--- src/rtl/uart_rx_ctrl.sv ---
// UART receive controller: gates rx_re, buffers received bytes in a DEPTH-entry FIFO, exposes DATA/STATUS/CTRL.
// Optional feature macro UART_RX_IRQ_EN adds CTRL.irq_en and the level interrupt on irq.
module uart_rx_ctrl #(
    parameter int unsigned  DEPTH         = 16,
    parameter int unsigned  IRQ_THRESHOLD = 1,
    localparam int unsigned AW            = $clog2(DEPTH)
) (
    input  logic        clk,
    input  logic        rst_n,
    input  logic        sel,
    input  logic        we,
    input  logic [1:0]  addr,
    input  logic [31:0] wdata,
    output logic [31:0] rdata,
    output logic        rx_re,
    input  logic [7:0]  rx_dout,
    input  logic        rx_valid,
    output logic        irq
);
    localparam int unsigned   CW       = AW + 1;
    localparam logic [CW-1:0] DEPTH_C  = CW'(DEPTH);
    localparam logic [1:0]    A_DATA   = 2'd0;
    localparam logic [1:0]    A_STATUS = 2'd1;
    localparam logic [1:0]    A_CTRL   = 2'd2;

    if (DEPTH < 2 || DEPTH > 256 || (DEPTH & (DEPTH - 1)) != 0 ||
        IRQ_THRESHOLD < 1 || IRQ_THRESHOLD > DEPTH) begin : g_param_check
        $error("uart_rx_ctrl: illegal DEPTH or IRQ_THRESHOLD");
    end

    logic [7:0]    r_mem [DEPTH];
    logic [AW-1:0] r_rd_ptr;
    logic [AW-1:0] r_wr_ptr;
    logic [CW-1:0] r_count;
    logic          r_overrun;
    logic          r_en;
    logic          r_rx_re;
    logic [31:0]   r_rdata;

    logic          w_empty;
    logic          w_full;
    logic          w_rd;
    logic          w_wr;
    logic          w_pop;
    logic          w_push;
    logic          w_ovr_set;
    logic          w_ovr_nxt;
    logic          w_en_nxt;
    logic          w_irq_en;
    logic [CW-1:0] w_count_nxt;
    logic [31:0]   w_status;
    logic [31:0]   w_ctrl;
    logic [31:0]   w_rdata_nxt;
    logic          w_unused;

    // Only the low control bits of wdata are decoded.
    assign w_unused = ^wdata;

    // FIFO handshake, register decode and next-state values.
    always_comb begin
        w_empty     = (r_count == '0);
        w_full      = (r_count == DEPTH_C);
        w_rd        = sel && !we;
        w_wr        = sel && we;
        w_pop       = w_rd && (addr == A_DATA) && !w_empty;
        w_push      = rx_valid && (!w_full || w_pop);
        w_ovr_set   = rx_valid && !w_push;
        w_count_nxt = r_count;
        if (w_push && !w_pop) begin
            w_count_nxt = r_count + CW'(1);
        end else if (w_pop && !w_push) begin
            w_count_nxt = r_count - CW'(1);
        end
        // A new overrun in the same cycle beats the W1C clear.
        w_ovr_nxt   = w_ovr_set || (r_overrun && !(w_wr && (addr == A_STATUS) && wdata[2]));
        w_en_nxt    = (w_wr && (addr == A_CTRL)) ? wdata[0] : r_en;
        w_status    = {16'd0, 8'(r_count), 5'd0, r_overrun, w_full, !w_empty};
        w_ctrl      = {30'd0, w_irq_en, r_en};
        w_rdata_nxt = r_rdata;
        if (w_rd) begin
            case (addr)
                A_DATA:   w_rdata_nxt = w_empty ? 32'd0 : {24'd0, r_mem[r_rd_ptr]};
                A_STATUS: w_rdata_nxt = w_status;
                A_CTRL:   w_rdata_nxt = w_ctrl;
                default:  w_rdata_nxt = 32'd0;
            endcase
        end
    end

    always_ff @(posedge clk or negedge rst_n) begin
        if (!rst_n) begin
            r_rd_ptr  <= '0;
            r_wr_ptr  <= '0;
            r_count   <= '0;
            r_overrun <= 1'b0;
            r_en      <= 1'b0;
            r_rx_re   <= 1'b0;
            r_rdata   <= 32'd0;
        end else begin
            if (w_pop) begin
                r_rd_ptr <= r_rd_ptr + AW'(1);
            end
            if (w_push) begin
                r_wr_ptr <= r_wr_ptr + AW'(1);
            end
            r_count   <= w_count_nxt;
            r_overrun <= w_ovr_nxt;
            r_en      <= w_en_nxt;
            r_rx_re   <= w_en_nxt && (w_count_nxt < DEPTH_C);
            r_rdata   <= w_rdata_nxt;
        end
    end

    // Storage needs no reset; reads of an empty FIFO are masked to zero.
    always_ff @(posedge clk) begin
        if (w_push) begin
            r_mem[r_wr_ptr] <= rx_dout;
        end
    end

`ifdef UART_RX_IRQ_EN
    localparam logic [CW-1:0] THR_C = CW'(IRQ_THRESHOLD);

    logic r_irq_en;
    logic r_irq;
    logic w_irq_en_nxt;

    always_comb begin
        w_irq_en_nxt = (w_wr && (addr == A_CTRL)) ? wdata[1] : r_irq_en;
    end

    always_ff @(posedge clk or negedge rst_n) begin
        if (!rst_n) begin
            r_irq_en <= 1'b0;
            r_irq    <= 1'b0;
        end else begin
            r_irq_en <= w_irq_en_nxt;
            r_irq    <= w_irq_en_nxt && ((w_count_nxt >= THR_C) || w_ovr_nxt);
        end
    end

    assign w_irq_en = r_irq_en;
    assign irq      = r_irq;
`else
    assign w_irq_en = 1'b0;
    assign irq      = 1'b0;
`endif

    assign rdata = r_rdata;
    assign rx_re = r_rx_re;

endmodule

--- config.mk ---
export PLATFORM = sky130hd
export DESIGN_NAME = uart_rx_ctrl
export DESIGN_NICKNAME = d
export VERILOG_FILES = /design/src/rtl/uart_rx_ctrl.sv
export SDC_FILE = /design/constraint.sdc
export NUM_CORES = 1
export LEC_CHECK = 0
export ABC_AREA = 1
export CAP_MARGIN = 30
export CELL_PAD_IN_SITES_DETAIL_PLACEMENT = 0
export CELL_PAD_IN_SITES_GLOBAL_PLACEMENT = 1
export CORE_MARGIN = 2
export CORE_UTILIZATION = 55
export DETAILED_ROUTE_END_ITERATION = 12
export DONT_BUFFER_PORTS = 1
export PLACE_DENSITY = 0.82
export REMOVE_ABC_BUFFERS = 1
export SETUP_SLACK_MARGIN = 0.5
export SYNTH_ARGS = -nofsm -noshare
export SYNTH_HDL_FRONTEND = slang
export SYNTH_SLANG_ARGS = --single-unit
--- constraint.sdc ---
create_clock -name clk -period 5.6 [get_ports clk]
set_clock_uncertainty 0.1 [all_clocks]
set_input_delay 0.28 -clock clk [delete_from_list [all_inputs] [get_ports clk]]
set_output_delay 0.28 -clock clk [all_outputs]
set_load 0.05 [all_outputs]
==> results.sh <==
export IMPL_synth_seq_area_share_pct=67.9
export IMPL_critPathMaxStageDelay_ns=0.57
export IMPL_cp_required_ns=5.81
export IMPL_yosysMostFrequentCell="edfxtp_1"
export IMPL_cp_slowest_cell="buf_4"
export IMPL_relSlewSlack_pct=41.8
export IMPL_criticalPathCategory="flop to flop"
export IMPL_use_met1_pct=29.5
export IMPL_crit_path_frequent_cell="nand2_1"
export IMPL_grt_max_degree=71
export IMPL_finalCritPeriodShare_pct=46.7
export IMPL_postSynthAreaPerCell_um2=11.8
export IMPL_yosysTopAreaCell="edfxtp_1"
export IMPL_start_util_pct=56.2
export IMPL_drtAntennaViolNets=0
export IMPL_core_rowCount=40
export IMPL_arrival_ns=2.83
export IMPL_ir_drop_v=0.000269
export IMPL_antenna_found_initial=1
export IMPL_min_path_type="input pin to flop"
export IMPL_ios=81
export IMPL_grt_pass1_wl_um=21400
export IMPL_syn_instance_count=568
export IMPL_cts_num_sinks=157
export IMPL_drive_gt1_share_pct=8.35
export IMPL_die_area_mm2=0.0131
export IMPL_min_delay_start="addr[1]"
export IMPL_path_cells="buf_4 -> inv_4 -> o21ai_0 -> o211ai_1 -> nand3_1 -> nand2_1 -> nand2_1 -> nand2_1"
export IMPL_hold_viol_final=0
export IMPL_die_width_um=115
export IMPL_synthTopCellsByCount="edfxtp_1 (128), nor2_1 (90), nand2_1 (64), o21ai_0 (59), nand3_1 (44)"
export IMPL_cp_top_family="buffers and inverters"
export IMPL_drc=0
export IMPL_clk_pin_slew_ns=0.06
export IMPL_outcome="completed"
export IMPL_hpwl_um=8350
export IMPL_drt_iter0_markers=256
export IMPL_reg2reg_to="rdata[3]"
export IMPL_cts_root_buf="clkbuf_16"
export IMPL_port_buffer_count=0
export IMPL_fin_cells=735
export IMPL_synth_edf_count=128
export IMPL_drtPass1Iterations=4
export IMPL_grt_met3_usage_pct=5.29
export IMPL_worstHoldPathCells=2
export IMPL_fin_setup_tns_ns=0
export IMPL_synth_main_ff_cell="edfxtp_1"
export IMPL_power_density_mw_per_mm2=517
export IMPL_ys_ff_latch=157
export IMPL_wirelength_um=14400
export IMPL_clockBufferDepth=2
export IMPL_grt_overflow_total=0
export IMPL_slew_viol_final=0
export IMPL_r2r_slack_ns=2.98
export IMPL_r2r_start="r_rd_ptr[0]"
export IMPL_gp_congestion=0.744
export IMPL_cap_violations=0
export IMPL_fin_nets=628
export IMPL_holdWs_ns=0.00868
export IMPL_avgViaCountPerCell=5.75
export IMPL_path_buf_inv=2
export IMPL_area_growth_pct=10.1
export IMPL_core_mm2=0.0120
export IMPL_vias=4225
export IMPL_holdPathEnd="r_en"
export IMPL_setup_viol=0
export IMPL_routedWlPerCell_um=19.6
export IMPL_startpoint_type="flop"
export IMPL_dp_cells=690
export IMPL_track_usage_pct=22.8
export IMPL_h_tree_depth=4
export IMPL_top_usage_layer="met2"
export IMPL_netlist_top_cells_area="edfxtp_1 (57%), dfrtp_1 (11%), nor2_1 (5.0%), o21ai_0 (4.4%), nand2_1 (3.6%)"
export IMPL_synth_top_area_share_pct=57.1
export IMPL_tightest_slew_ns=0.870
export IMPL_cp_max_fo=70
export IMPL_leakagePower_nw=2.73
export IMPL_worstSkewPairLatency_ns=0.42
export IMPL_grt_setup_unrepaired="no"
export IMPL_grt_pass1_vias=4032
export IMPL_crit_path_end_kind="flop"
export IMPL_max_freq_mhz=382
export IMPL_yosysWarnings=0
export IMPL_ys_async_sr_fraction_pct=18.5
export IMPL_fin_crit_ns=2.62
export IMPL_synth_distinct_cells=33
export IMPL_cts_made_buffers=17
export IMPL_fp_dieH_um=115
export IMPL_tritoncts="built"
export IMPL_finish_utilization_pct=61.9
export IMPL_use_met2_pct=36.4
export IMPL_worstRegToRegCells=8
export IMPL_synth_area_mm2=0.00673
==> placed cells by master (no fill, tap or decap), types with 3 or more instances in the layout <==
master | netlist | routed
clkinv_2 | 0 | 4
a21oi_1 | 5 | 5
conb_1 | 1 | 20
dfrtp_1 | 29 | 28
o21ai_0 | 59 | 59
inv_1 | 24 | 24
o31ai_1 | 4 | 4
xor2_1 | 10 | 10
nand2_1 | 64 | 64
nand2_2 | 5 | 5
clkbuf_8 | 0 | 3
o211ai_1 | 16 | 16
nor2_4 | 3 | 3
nor2_1 | 90 | 90
nand3_1 | 44 | 44
o221ai_1 | 12 | 12
dlygate4sd3_1 | 0 | 11
inv_2 | 3 | 3
ha_1 | 7 | 7
buf_4 | 23 | 3
nand4_1 | 3 | 3
edfxtp_1 | 128 | 128
clkbuf_16 | 0 | 18
clkbuf_1 | 3 | 4
==> how the worst max path moves through the flow <==
stage	start	endpoint	slack (ns)	cells after the start
global route	r_count[0]	r_mem[2][7]	2.92	9
CTS	r_count[0]	r_mem[12][5]	3.04	9
floorplan	r_rd_ptr[0]	rdata[2]	3.07	9
detailed placement	r_count[0]	r_mem[0][7]	3.06	9
finish	r_rd_ptr[0]	rdata[3]	2.98	8
global placement	r_count[0]	r_mem[12][2]	3.09	9
==> cell families (layout without fill, tap and decap cells) <==
family	after synthesis	after routing	share of synthesized area, %
buf+inv	76	76	6.14
other cells	1	21	0.0557
fa+ha+maj	7	7	1.30
flops	157	157	67.9
compound gates	101	101	9.11
xor+xnor	12	12	1.56
simple gates	214	214	13.9
==> per-stage QoR <==
step | cell area, um2 | worst slack (ns) | power [mW]
final | 7400 | 2.98 | 3.83
after global routing | 7400 | 2.92 | 4.01
after CTS | 7400 | 3.04 | 3.84
after detailed placement | 6710 | 3.06 | 2.72
after global placement | 6710 | 3.09 | 2.68
after floorplan | 6500 | 3.07 | 2.36
==> sequential cells by signal, summed over array words and instances, names as in the netlist <==
| signal | flops |
|---|---|
| r_count | 5 |
| r_en | 1 |
| r_mem | 128 |
| r_overrun | 1 |
| r_rd_ptr | 4 |
| r_wr_ptr | 4 |
| rdata | 13 |
| rx_re | 1 |
==> worst register-to-register path, cell delays in order (launching register included) <==
cell and delay [ns]:
dfrtp_2 0.34, buf_4 0.57, inv_4 0.50, o21ai_0 0.35
o211ai_1 0.17, nand3_1 0.25, nand2_1 0.11, nand2_1 0.07
nand2_1 0.05
==> report_power, final <==
group	total, mW	leakage [nW]	switching, mW	internal [mW]
combinational	1.10	0.927	0.788	0.316
clock	1.10	0.284	0.433	0.669
sequential	1.62	1.52	0.192	1.43
==> metal layers <==
metal | share of wire (%) | vias up
met3 | 4.3 | 34
met1 | 43 | 2114
met4 | 3.0 | 0
met5 | 0 | -
li1 | - | 1977
met2 | 49 | 100
==> what timing repair did <==
item / CTS / global route
resized for setup: 0 / 0
hold endpoints to repair: 159 / 0
hold buffers: 12 / 0
buffers inserted: 0 / 0
==> cell type report <==
class                   instances  area [um2]
clock buffers                  25         507
flip-flops and latches        157        4570
well taps                     147         184
multi-input cells             354        1820
diodes                          1        2.50
clock inverters                 7        60.1
fillers                       948        4560
inverters                      29         111
repair buffers                 15         153
(Power assumes the default switching activity.)
